File: config.mk
export PLATFORM = sky130hd
export DESIGN_NAME = instr_fetch_unit
export DESIGN_NICKNAME = d
export VERILOG_FILES = /design/src/rtl/instr_fetch_unit.sv
export SDC_FILE = /design/constraint.sdc
export NUM_CORES = 1
export LEC_CHECK = 0
export ABC_CLOCK_PERIOD_IN_PS = 11200
export CELL_PAD_IN_SITES_DETAIL_PLACEMENT = 0
export CELL_PAD_IN_SITES_GLOBAL_PLACEMENT = 1
export CORE_MARGIN = 4
export CORE_UTILIZATION = 45
export CTS_CLUSTER_SIZE = 28
export DETAILED_ROUTE_END_ITERATION = 6
export PLACE_DENSITY = 0.82
export SETUP_SLACK_MARGIN = 0.5
export SLEW_MARGIN = 40
export SYNTH_ARGS = -nofsm -noshare
export SYNTH_HDL_FRONTEND = slang
export SYNTH_SLANG_ARGS = --single-unit
File: constraint.sdc
create_clock -name clk -period 11.2 [get_ports clk]
set_input_delay 1.12 -clock clk [delete_from_list [all_inputs] [get_ports clk]]
set_output_delay 1.12 -clock clk [all_outputs]
set_load 0.01 [all_outputs]
File: src/rtl/instr_fetch_unit.sv
// Instruction fetch front-end: PC, credit-limited memory requests, 2-entry
// instruction buffer toward decode, and redirect handling with stale-fetch kill.
module instr_fetch_unit #(
    parameter logic [31:0] PC_RESET = 32'h0000_0000
) (
    input  logic        clk,
    input  logic        arst,
    output logic        imem_req_valid,
    output logic [31:0] imem_req_addr,
    input  logic        imem_req_ready,
    input  logic        imem_rsp_valid,
    input  logic [31:0] imem_rsp_data,
    output logic        instr_valid,
    output logic [31:0] instr,
    output logic [31:0] instr_pc,
    output logic [5:0]  opcode,
    input  logic        instr_ready,
    input  logic        redirect_valid,
    input  logic [31:0] redirect_pc
);

    logic [31:0] r_pc;
    logic [1:0]  r_out_cnt;
    logic [1:0]  r_kill_cnt;
    logic [1:0]  r_buf_cnt;
    logic        r_buf_rd;
    logic        r_buf_wr;
    logic        r_aq_rd;
    logic        r_aq_wr;
    logic [31:0] r_buf_instr [2];
    logic [31:0] r_buf_pc    [2];
    logic [31:0] r_aq_pc     [2];

    logic        w_req_fire;
    logic        w_rsp_fire;
    logic        w_push;
    logic        w_pop;
    logic [2:0]  w_credit;
    logic [1:0]  w_out_nxt;

    function automatic logic [1:0] sat2(input logic [2:0] v);
        return (v > 3'd2) ? 2'd2 : v[1:0];
    endfunction

    // Outstanding + buffered never exceeds 2, so every response has a free slot.
    assign w_credit       = {1'b0, r_out_cnt} + {1'b0, r_buf_cnt};
    assign imem_req_valid = !arst && (w_credit < 3'd2);
    assign imem_req_addr  = r_pc;

    assign w_req_fire = imem_req_valid && imem_req_ready;
    assign w_rsp_fire = imem_rsp_valid && (r_out_cnt != 2'd0);
    assign w_push     = w_rsp_fire && (r_kill_cnt == 2'd0) && !redirect_valid;
    assign w_pop      = instr_valid && instr_ready;
    assign w_out_nxt  = sat2({1'b0, r_out_cnt} + {2'b00, w_req_fire} - {2'b00, w_rsp_fire});

    assign instr_valid = (r_buf_cnt != 2'd0);
    assign instr       = instr_valid ? r_buf_instr[r_buf_rd] : 32'h0000_0000;
    assign instr_pc    = instr_valid ? r_buf_pc[r_buf_rd]    : 32'h0000_0000;
    assign opcode      = instr[31:26];

    always_ff @(posedge clk or posedge arst) begin
        if (arst) begin
            r_pc       <= PC_RESET;
            r_out_cnt  <= 2'd0;
            r_kill_cnt <= 2'd0;
            r_buf_cnt  <= 2'd0;
            r_buf_rd   <= 1'b0;
            r_buf_wr   <= 1'b0;
            r_aq_rd    <= 1'b0;
            r_aq_wr    <= 1'b0;
        end else begin
            r_out_cnt <= w_out_nxt;
            if (w_req_fire) r_aq_wr <= ~r_aq_wr;
            if (w_rsp_fire) r_aq_rd <= ~r_aq_rd;
            if (redirect_valid) begin
                // Everything still in flight after this edge belongs to the old stream.
                r_pc       <= redirect_pc;
                r_kill_cnt <= w_out_nxt;
                r_buf_cnt  <= 2'd0;
                r_buf_rd   <= 1'b0;
                r_buf_wr   <= 1'b0;
            end else begin
                if (w_req_fire) r_pc <= r_pc + 32'd4;
                if (w_rsp_fire && (r_kill_cnt != 2'd0)) r_kill_cnt <= r_kill_cnt - 2'd1;
                if (w_push) r_buf_wr <= ~r_buf_wr;
                if (w_pop)  r_buf_rd <= ~r_buf_rd;
                r_buf_cnt <= r_buf_cnt + {1'b0, w_push} - {1'b0, w_pop};
            end
        end
    end

    // Payload storage carries no reset; validity is tracked by the counters above.
    always_ff @(posedge clk) begin
        if (w_req_fire) r_aq_pc[r_aq_wr] <= r_pc;
        if (w_push) begin
            r_buf_instr[r_buf_wr] <= imem_rsp_data;
            r_buf_pc[r_buf_wr]    <= r_aq_pc[r_aq_rd];
        end
    end

endmodule
# Word-level counts from Yosys, hierarchy flattened
# Memories as Yosys holds them, arrays and structs flattened.
# Cells that the tools add are included.
# word_totals
word_cells	57
memories	3
regBits	42
ram_bits	192
output_inout_bits	104
in_bits	70
# mem_list
name	depth	word_bits	read_ports	rd_ports_with_merged_regs	wr	line	text
r_aq_pc	2	32	1	0	1	32	logic [31:0] r_aq_pc [2];
r_buf_instr	2	32	1	0	1	30	logic [31:0] r_buf_instr [2];
r_buf_pc	2	32	1	0	1	31	logic [31:0] r_buf_pc [2];
# op_classes
order_cmp	2
add_sub_neg	7
n_reduce_logical	17
n_bitwise	4
n_mux	16
# op_table
op	n
two-way mux 32 bit	4
adder 32 x 3 -> 32 bit (second input constant)	1
nonzero test 2 bit	7
two-way mux 1 bit	8
two-way mux 2 bit	4
logical AND 1 bit	7
inverter 1 bit	4
adder 2 x 1 -> 3 bit	1
adder 2 x 2 -> 3 bit	1
greater-than comparator 3 x 2 -> 1 bit (second input constant)	1
< comparator 3 x 2 -> 1 bit (second input constant)	1
subtractor 3 x 1 -> 3 bit	1
adder 2 x 1 -> 2 bit	1
logical NOT 1 bit	2
logical NOT 2 bit	1
subtractor 2 x 1 -> 2 bit	1
subtractor 2 x 1 -> 2 bit (second input constant)	1

# Logic depth before layout (Yosys ltp)
# Gate-level depths: netlist of the first run.
# logic_depth
ltp_word	9
depth_mapped	12
depth_no_buf	12

# Worst setup path before layout of the first run
# OpenSTA, ideal clock, no wires.
# synth_timing
kind	in2reg
start	in redirect_valid
end	mem r_buf_instr[0][0] (enable)
path_buffers	1
path_slack_ps	6363
required_time_ps	10713
arrival_ps	4351
path_stages	4
setup_ps	487
cell_sequence	clkinv_1 > clkbuf_1 > nand3_1 > nor2_1
# synth_via
elab_chain_len	4
# synth_lines
item	line	text
start, declared	18	input logic redirect_valid,
logical NOT 1 bit	52	assign w_push = w_rsp_fire && (r_kill_cnt == 2'd0) && !redirect_valid;
logical AND 1 bit	52	
two-way mux 1 bit	95	if (w_push) begin
two-way mux 1 bit (implied by the code)	96	r_buf_instr[r_buf_wr] <= imem_rsp_data;
end, declared	30	
# Every way passes these cells.

# Worst setup path after layout of the first run
# layout_timing
start	reg r_buf_rd
end	out instr_pc[12]
# layout_via
elab_chain_len	2
# layout_lines
item	line	text
start, declared	26	logic r_buf_rd;
start signal, assigned	86	if (w_pop) r_buf_rd <= ~r_buf_rd;
memory read (2 x 32 bit)	-	
two-way mux 32 bit	58	assign instr_pc = instr_valid ? r_buf_pc[r_buf_rd] : 32'h0000_0000;
end, declared	15	output logic [31:0] instr_pc,
# Every way passes these cells.

==> impl_metrics.toml, run 1 <==
[die]
rows = 53
die_h_um = 154
core_area_um2 = 21000
pin_count = 174
die_w_um = 154
dieArea_um2 = 23800
start_util_pct = 45.7

[run]
maxCapViolations = 0

[power]
power.total_mw = 2.49
power_density_nw_per_um2 = 200
vdd.ir_drop.worst_uv = 107
leakagePower_nw = 4.18

[synthesis]
yosys_warnings = 0
synth_top_area_share_pct = 60.0
syn_avg_cell_area_um2 = 14.6
synth_top_cell_by_area = "edfxtp_1"
syn-num-nets = 735
synth_compound_area_share_pct = 3.64
async_flop_share_pct = 17.9
synth_mux_area_share_pct = 11.0
synth_seq_cells = 234
yosys-top-cells-area = "edfxtp_1, dfrtp_1, mux2i_1, mux2_2, nor2_1"
syn_inst = 657
synth_edf_count = 192
syn_area_um2 = 9610
synthXorXnorAreaFrac_pct = 1.37
synth.distinct_cells = 38
seq_area_frac_synth_pct = 70.9
synth_top_flop_cell = "edfxtp_1"
synth_fa_ha_area_share_pct = 1.20
netlist_top_cells_count = "edfxtp_1, nor2_1, mux2i_1, dfrtp_1, mux2_2"
synth-simple-area-share_pct = 9.32
synth_top_family_by_area = "multiplexers"
yosysMostFrequentCell = "edfxtp_1"

[clock_tree]
cts_hold_buf = 0
cts_tree = "yes"
cts_setup_buffers = 0
cts_max_level = 1
clock_latency_ns = 0.51
cts_max_path_buffers = 3
cts-resized-gates = 0
cts_made_buffers = 24
clk_pin_slew_worst_paths_ns = 0.06
cts.sink_count = 234
cts-root-buf = "clkbuf_16"

[setup_path]
max_stage_delay_ns = 0.81
worst-r2r-cell-count = 6
cp_slowest_cell = "dfrtp_4"
endpoint_kind = "output port"
crit_chain = "buf_4, mux2i_1, nor2_1, clkdlybuf4s50_1"
critPathRequiredTime_ns = 10.08
critPathKind = "reg2out"
critical_path_arrival_ns = 2.90
cp-start-kind = "flip-flop"
crit_path_max_fanout = 35

[grt]
use_met2_pct = 27.2
grt_pass1_vias = 6031
top_usage_layer = "met2"
grt_pass1_wl_um = 31800
grt_overflow_total = 0
grtUsageMet1_pct = 22.9
grt_max_degree = 65
grtUsageTotal_pct = 16.5
antenna_found_initial = 0
use_met3_pct = 3.10

[finish]
syn_to_final_growth_pct = 29.3
diodes = 0
final_layout_size_suffix_gt1_share_pct = 10.8
stdcell_count = 1119
nets = 904

[drt]
dr.pass1.iters = 4
wl_um = 20000
routed_via_density = 5.21
via_count = 5832
final_antenna_net_count = 0
drtIter0Drc = 292
drc = 0
wl_per_cell_um = 17.9

[placement]
routabilityCongestion = 0.804
dp_cells = 1075
place_ws_ns = 7.36
detailed_place_hpwl_um = 13000
io_buffers = 173

[sta]
relSlewSlack_pct = 54.2
setup_ws_ns = 7.18
rsz0062_at_grt = "false"
post-route-period-util_pct = 35.9
hold_viol = 0
finalMaxSlewViolations = 0
clock_skew_ns = 0.0142
max_freq_mhz = 249
period_needed_ns = 4.02
setup-tns-final_ns = 0
finalHoldWorstSlack_ns = 0.477
finalSetupViolCount = 0
worst_slew_pin_slew_ns = 0.688

[min_path]
hold-path-cell-count = 1
hp-class = "reg2reg"

[run_status]
status = "finished clean"
[path summary, 6_finish.rpt]
path                                        startpoint                            end  slack (ns)
worst max register to register  r_buf_cnt[0]$_DFF_PP0_  imem_req_addr[25]$_DFFE_PP0N_        7.84
worst min register to register     r_aq_rd$_DFFE_PP0P_            r_aq_rd$_DFFE_PP0P_        0.48
worst min-delay path               r_aq_rd$_DFFE_PP0P_            r_aq_rd$_DFFE_PP0P_        0.48
worst max-delay path              r_buf_rd$_DFFE_PP0P_                   instr_pc[12]        7.18
max in group asynchronous                         arst           r_buf_rd$_DFFE_PP0P_        9.55
min in group asynchronous                         arst   imem_req_addr[7]$_DFFE_PP0N_        1.20
[cell families (layout without fill, tap and decap cells)]
kind of cell	count (synthesis)	count (layout)
flops	234	234
simple gates	185	185
mux	101	101
buf+inv	60	247
compound gates	54	54
xor+xnor	15	15
fa+ha+maj	8	8
[critical path: cells and delay by family, from the launching register on]
kind	cells	cell delay, ns
simple gates	1	0.20
mux	1	0.16
buf+inv	2	1.16
flops	1	0.81
[state kept, by name, summed over array words and instances, names as in the netlist, 2 cells and up]
name           count
r_aq_pc           64
r_buf_instr       64
r_buf_pc          64
imem_req_addr     32
r_buf_cnt          2
r_kill_cnt         2
r_out_cnt          2
[area by class of cell]
| class | instances | area [µm²] |
|---|---|---|
| Inverter | 21 | 80.1 |
| Fill cell | 1616 | 8590 |
| Sequential cell | 234 | 6820 |
| Tap cell | 275 | 344 |
| Multi-Input combinational cell | 363 | 2570 |
| Clock buffer | 37 | 721 |
| Timing Repair Buffer | 182 | 1810 |
| Clock inverter | 7 | 87.6 |
[where the power goes]
part	total (mW)	switching, mW	internal, mW
combinational	0.571	0.275	0.296
sequential	1.13	0.0732	1.05
clock	0.796	0.307	0.488
[layer usage]
layer,share of wire (%),up-vias
met3,6.5,22
met4,1.4,0
li1,-,2800
met5,0,-
met2,47,209
met1,45,2801
[per-stage QoR]
stage          utilization (%)  cell area (µm²)
2_1_floorplan                -             9610
3_3_place_gp              55.3            11600
3_5_place_dp              55.3            11600
5_1_grt                   59.1            12400
6_report                  59.1            12400
4_1_cts                   59.1            12400
[layout by cell type (no fill, tap or decap), types with 14 or more instances in the layout]
master	synthesis	routed
nand3_1	16	16
mux2i_1	66	66
edfxtp_1	192	192
o31ai_1	14	14
nor2_1	95	91
a31oi_1	19	19
clkbuf_16	0	25
or4_1	22	22
nand2_1	20	20
clkdlybuf4s50_1	0	173
inv_1	19	19
o21ai_0	14	14
dfrtp_1	42	41
mux2_2	35	35
No activity file was read; power rests on OpenSTA's default activity.
==> inputs of run 2 (changes only) <==
--- a/config.mk
+++ b/config.mk
@@ -5,14 +5,14 @@
 export SDC_FILE = /design/constraint.sdc
 export NUM_CORES = 1
 export LEC_CHECK = 0
-export ABC_CLOCK_PERIOD_IN_PS = 11200
+export ABC_CLOCK_PERIOD_IN_PS = 3700
 export CELL_PAD_IN_SITES_DETAIL_PLACEMENT = 0
 export CELL_PAD_IN_SITES_GLOBAL_PLACEMENT = 1
 export CORE_MARGIN = 4
-export CORE_UTILIZATION = 45
+export CORE_UTILIZATION = 43
 export CTS_CLUSTER_SIZE = 28
 export DETAILED_ROUTE_END_ITERATION = 6
-export PLACE_DENSITY = 0.82
+export PLACE_DENSITY = 0.79
 export SETUP_SLACK_MARGIN = 0.5
 export SLEW_MARGIN = 40
 export SYNTH_ARGS = -nofsm -noshare
==> constraint.sdc (replaced) <==
create_clock -name clk -period 3.7 [get_ports clk]
set_input_delay 0.37 -clock clk [delete_from_list [all_inputs] [get_ports clk]]
set_output_delay 0.37 -clock clk [all_outputs]
set_load 0.01 [all_outputs]
==> run 2 against run 1 <==
Effect of this change: cell area increased by 0.60%; critical path type is now reg2reg; highest routed layer unchanged; via count up 2.6%; largest power group unchanged; largest cell class unchanged; clock-buffer cell count fell by 4; clock power rose to 2.8 times the previous value; final cell count grew 1.2%; global-route usage shrank 0.13 points; sequential share of layout area decreased by 0.33 points; non-clock buffer count is 8 higher.
==> impl_metrics.toml, run 2 (synthesis results as in run 1) <==
[grt]
grt_max_degree = 65
grt_pass1_wl_um = 32200
grt_overflow_total = 0
antenna_found_initial = 0
grtUsageTotal_pct = 16.4
grt_pass1_vias = 6113

[sta]
rsz0062_at_grt = "true"
hold_viol = 0
setup_ws_ns = 0.589
relSlewSlack_pct = 50.0
finalSetupViolCount = 0
post-route-period-util_pct = 84.1
worst_slew_pin_slew_ns = 0.750
clock_skew_ns = 0.0168
max_freq_mhz = 321
period_needed_ns = 3.11
finalMaxSlewViolations = 0

[finish]
syn_to_final_growth_pct = 30.1
final_common_cell = "edfxtp_1"
nets = 912
final_cell_mix = "edfxtp_1, clkdlybuf4s50_1, nor2_1"
top_regs = "r_aq_pc: 64 flops, r_buf_instr: 64 flops, r_buf_pc: 64 flops"
post-route-cell-area_um2 = 12500
diodes = 0
final_layout_size_suffix_gt1_share_pct = 11.3

[clock_tree]
cts_hold_buf = 0
cts_tree = "yes"
cts_made_buffers = 24
cts-root-buf = "clkbuf_16"
cts_max_path_buffers = 3
clock_latency_ns = 0.50
cts_max_level = 1
cts.sink_count = 234
clk_pin_slew_worst_paths_ns = 0.06

[power]
netSwitchingFraction_pct = 26.8
power_frac_seq_pct = 45.8
power_density_nw_per_um2 = 598
leakagePower_nw = 4.20
p_sw_mw = 2.01
clockPowerShare_pct = 30.3
vdd.ir_drop.worst_uv = 319
intPower_mw = 5.47
combPwrFrac_pct = 23.9

[placement]
place_ws_ns = 0.267
detailed_place_hpwl_um = 14000
io_buffers = 173
routabilityCongestion = 0.825
place_area_um2 = 11700

[die]
start_util_pct = 43.9
die_w_um = 158
core_area_um2 = 21900
dieArea_um2 = 24800
die_h_um = 158
pin_count = 174
rows = 54

[setup_path]
worstReg2RegStart = "r_buf_cnt[0]$_DFF_PP0_"
worst-r2r-cell-count = 12
cp-start-kind = "flip-flop"
critPathRequiredTime_ns = 4.09
critical_path_arrival_ns = 3.50
r2r_end = "r_kill_cnt[1]$_DFFE_PP0P_"
max_stage_delay_ns = 0.50
crit_path_max_fanout = 5
crit_chain = "and2_1, fa_1, nor4b_4, inv_2, ha_1, inv_1, ha_1, fa_1, xnor2_1, nor2_2, inv_1, mux2_2"
endpoint_kind = "flip-flop"
reg2reg_slack_ns = 0.59
cp_slowest_cell = "fa_1"
critPathKind = "reg2reg"

[drt]
dr.pass1.iters = 5
final_antenna_net_count = 0
wl_per_cell_um = 18.3
drtIter0Drc = 387
wl_um = 20700
via_count = 5986
routed_via_density = 5.29
drc = 0

[min_path]
hp-class = "in2async"

[run]
maxCapViolations = 0

[run_status]
status = "finished clean"
-- run 2: changes by cell type in the layout (fill, tap and decap cells not counted) --
cell | previous run | this run
clkbuf_1 | 7 | 6
clkinv_1 | 0 | 6
buf_6 | 2 | 0
clkinv_2 | 5 | 4
buf_4 | 7 | 12
nor2_1 | 91 | 90
buf_12 | 0 | 5
nor2_4 | 3 | 4
clkbuf_8 | 5 | 2
or4_1 | 22 | 21
or4_4 | 0 | 1
bufinv_16 | 2 | 1
-- run 2: timing repair --
action	CTS	global route
pin swaps	1	2
endpoints found under the hold margin	0	0
endpoints found under the setup margin	15	6
buffers inserted	1	4
gates resized for setup	1	1
-- run 2: cell type report --
class                           instances  area (µm²)
Sequential cell                       234        6820
Multi-Input combinational cell        363        2580
Inverter                               21        78.8
Timing Repair Buffer                  190        1920
Clock buffer                           33         676
Clock inverter                         11        76.3
Fill cell                            1713        9380
Tap cell                              280         350
-- run 2: power groups by stage --
| stage | clock network [mW] | registers (mW) | logic, mW |
|---|---|---|---|
| 3_3_place_gp | 0 | 3.46 | 1.73 |
| 6_report | 2.26 | 3.43 | 1.79 |
| 5_1_grt | 2.43 | 3.46 | 1.94 |
| 3_5_place_dp | 0 | 3.48 | 1.78 |
| 4_1_cts | 2.31 | 3.43 | 1.79 |
| 2_1_floorplan | 0 | 3.35 | 1.12 |
-- run 2: metal layers --
metal	up-vias	GRT usage [%]	routed length, µm
met5	-	0	0
met2	228	27.3	9870
met4	0	3.73	299
met1	2915	22.5	8990
li1	2813	-	-
met3	30	3.13	1560
-- run 2: worst max-delay path by stage --
stage	from	end	cells after the start
finish	r_buf_cnt[0]$_DFF_PP0_	r_kill_cnt[1]$_DFFE_PP0P_	12
global route	r_buf_cnt[0]$_DFF_PP0_	r_kill_cnt[1]$_DFFE_PP0P_	12
CTS	r_buf_cnt[0]$_DFF_PP0_	r_kill_cnt[1]$_DFFE_PP0P_	12
detailed placement	r_buf_cnt[0]$_DFF_PP0_	r_kill_cnt[1]$_DFFE_PP0P_	12
global placement	r_buf_cnt[0]$_DFF_PP0_	r_kill_cnt[1]$_DFFE_PP0P_	12
floorplan	redirect_valid	r_buf_instr[0][0]$_DFFE_PP_	4
-- run 2: stage by stage --
| step | hold slack (ns) | setup TNS, ns | util (%) | std cells | power, mW |
|---|---|---|---|---|---|
| 5_1_grt | 0.340 | 0 | 57.1 | 1132 | 7.83 |
| 3_3_place_gp | 0.462 | 0 | 53.5 | 1083 | 5.19 |
| 3_5_place_dp | 0.464 | 0 | 53.5 | 1083 | 5.26 |
| 4_1_cts | 0.302 | 0 | 57.0 | 1128 | 7.53 |
| 2_1_floorplan | 0.469 | -49.58 | - | 657 | 4.47 |
| 6_report | 0.318 | 0 | 57.1 | 1132 | 7.47 |
-- run 2: worst max-delay path, delay by kind of cell (launching register included) --
family	cells	cell delay (ns)
buffers and inverters	3	0.19
DFF	1	0.39
adders and majority gates	4	1.36
muxes	1	0.26
and+or+nand+nor	3	0.65
xor gates and xnor gates	1	0.15
==> inputs of run 3 (changes only) <==
--- a/config.mk
+++ b/config.mk
@@ -5,14 +5,14 @@
 export SDC_FILE = /design/constraint.sdc
 export NUM_CORES = 1
 export LEC_CHECK = 0
-export ABC_CLOCK_PERIOD_IN_PS = 3700
+export ABC_CLOCK_PERIOD_IN_PS = 2750
 export CELL_PAD_IN_SITES_DETAIL_PLACEMENT = 0
 export CELL_PAD_IN_SITES_GLOBAL_PLACEMENT = 1
 export CORE_MARGIN = 4
-export CORE_UTILIZATION = 43
+export CORE_UTILIZATION = 39
 export CTS_CLUSTER_SIZE = 28
 export DETAILED_ROUTE_END_ITERATION = 6
-export PLACE_DENSITY = 0.79
+export PLACE_DENSITY = 0.75
 export SETUP_SLACK_MARGIN = 0.5
 export SLEW_MARGIN = 40
 export SYNTH_ARGS = -nofsm -noshare
==> constraint.sdc (replaced) <==
create_clock -name clk -period 2.75 [get_ports clk]
set_input_delay 0.275 -clock clk [delete_from_list [all_inputs] [get_ports clk]]
set_output_delay 0.275 -clock clk [all_outputs]
set_load 0.01 [all_outputs]
==> run 3 against run 2 <==
Effect of this change: the flow now finishes with violations (negative setup slack); critical endpoint is now imem_req_addr[23]$_DFFE_PP0N_; largest cell class unchanged; non-clock buffer count increased by 36; critical path type unchanged; die area increased by 9.7%; clock power up 39%; core utilization fell by 2.9 points; worst setup slack worse by 0.62 ns.
==> impl_metrics.toml, run 3 (synthesis results as in run 1) <==
[setup_path]
cp-start-kind = "flip-flop"
crit_path_max_fanout = 5
critical_path_arrival_ns = 3.20
reg2reg_slack_ns = -0.03
max_stage_delay_ns = 0.60
endpoint_kind = "flip-flop"
critPathKind = "reg2reg"
critPathRequiredTime_ns = 3.17
crit_chain = "and2_4, fa_2, or3_4, or4_4, buf_8, or4_1, a31oi_1"
cp_slowest_cell = "or4_4"

[clock_tree]
cts_tree = "yes"
clock_latency_ns = 0.50
cts-root-buf = "clkbuf_16"
cts_hold_buf = 0
cts_max_path_buffers = 3
clk_pin_slew_worst_paths_ns = 0.06
cts.sink_count = 234
cts_max_level = 1
cts_made_buffers = 24

[placement]
dp_cells = 1144
io_buffers = 173
routabilityCongestion = 0.733
place_ws_ns = -0.136
detailed_place_hpwl_um = 13800
place_area_um2 = 11900

[finish]
nets = 948
final_common_cell = "edfxtp_1"
final_layout_size_suffix_gt1_share_pct = 20.5
utilization_pct = 54.3
diodes = 0
syn_to_final_growth_pct = 37.3
stdcell_count = 1212
post-route-cell-area_um2 = 13200
top_regs = "r_aq_pc: 64 flops, r_buf_instr: 64 flops, r_buf_pc: 64 flops"
final_cell_mix = "edfxtp_1, clkdlybuf4s50_1, nor2_1"

[grt]
antenna_found_initial = 0
grt_max_degree = 47
grt_pass1_vias = 6069
grt_pass1_wl_um = 33900
grt_overflow_total = 0
grtUsageTotal_pct = 16.0

[die]
die_w_um = 165
start_util_pct = 39.5
rows = 57
pin_count = 174
dieArea_um2 = 27200
core_area_um2 = 24300
die_h_um = 165

[power]
vdd.ir_drop.worst_uv = 370
leakagePower_nw = 4.81
power.total_mw = 10.5
power_density_nw_per_um2 = 797

[sta]
finalMaxSlewViolations = 0
hold_viol = 0
clock_skew_ns = 0.00844
worst_slew_pin_slew_ns = 0.519
relSlewSlack_pct = 65.3
max_freq_mhz = 360
finalSetupViolCount = 8
setup_ws_ns = -0.0263
rsz0062_at_grt = "true"
post-route-period-util_pct = 101
period_needed_ns = 2.78

[drt]
wl_um = 22800
via_count = 6105
wl_per_cell_um = 18.8
final_antenna_net_count = 0
dr.pass1.iters = 5
drtIter0Drc = 430
routed_via_density = 5.04
drc = 0

[run_status]
violations = "negative setup slack"
status = "finished, violations left"

[run]
maxCapViolations = 0

[min_path]
hp-class = "in2async"
run 3: per-stage QoR:
| stage | hold slack [ns] | TNS [ns] |
|---|---|---|
| CTS | 0.268 | -0.400 |
| global placement | 0.465 | -0.149 |
| floorplan | 0.374 | -1.49 |
| global route | 0.305 | -1.33 |
| detailed placement | 0.469 | -0.276 |
| finish | 0.267 | -0.153 |
run 3: what timing repair did:
| action | in CTS | in global routing |
|---|---|---|
| pin swaps | 13 | 18 |
| buffers inserted | 11 | 3 |
| endpoints found under the setup margin | 155 | 84 |
| gates cloned | 8 | 2 |
| resized for setup | 134 | 39 |
run 3: report_power, final:
group	leakage, nW	switching [mW]	internal, mW
logic	2.21	1.43	1.46
registers	2.22	0.198	4.28
clock network	0.375	1.27	1.88
run 3: worst paths after layout:
check                                       start                            end  depth (start not counted)
max                        r_buf_cnt[0]$_DFF_PP0_  imem_req_addr[23]$_DFFE_PP0N_                          7
min                                          arst         r_buf_cnt[0]$_DFF_PP0_                          2
max reg2reg                r_buf_cnt[0]$_DFF_PP0_  imem_req_addr[23]$_DFFE_PP0N_                          7
min reg2reg                   r_aq_rd$_DFFE_PP0P_            r_aq_rd$_DFFE_PP0P_                          1
max in group asynchronous                    arst  imem_req_addr[22]$_DFFE_PP0N_                          3
min in group clk                   redirect_pc[9]   imem_req_addr[9]$_DFFE_PP0N_                          3
run 3: cell type report:
type | instances | area (µm²)
clock buffer | 32 | 662
clock inverter | 12 | 115
fill | 2055 | 11100
inverter | 21 | 78.8
multi-input combinational | 363 | 2760
sequential | 234 | 6820
tap | 324 | 405
timing repair buffer | 226 | 2360
run 3: metal layers:
metal	track usage, %	wire [µm]	up-vias
li1	-	-	2876
met1	21.8	9740	3012
met2	27.3	11400	197
met3	2.75	1350	20
met4	2.95	242	0
met5	0	0	-
run 3: critical path: cells and delay by family, from the launching register on:
family	cells	cell delay (ns)
compound gates	1	0.18
simple gates	4	1.54
buf+inv	1	0.17
fa+ha+maj	1	0.44
flops	1	0.37
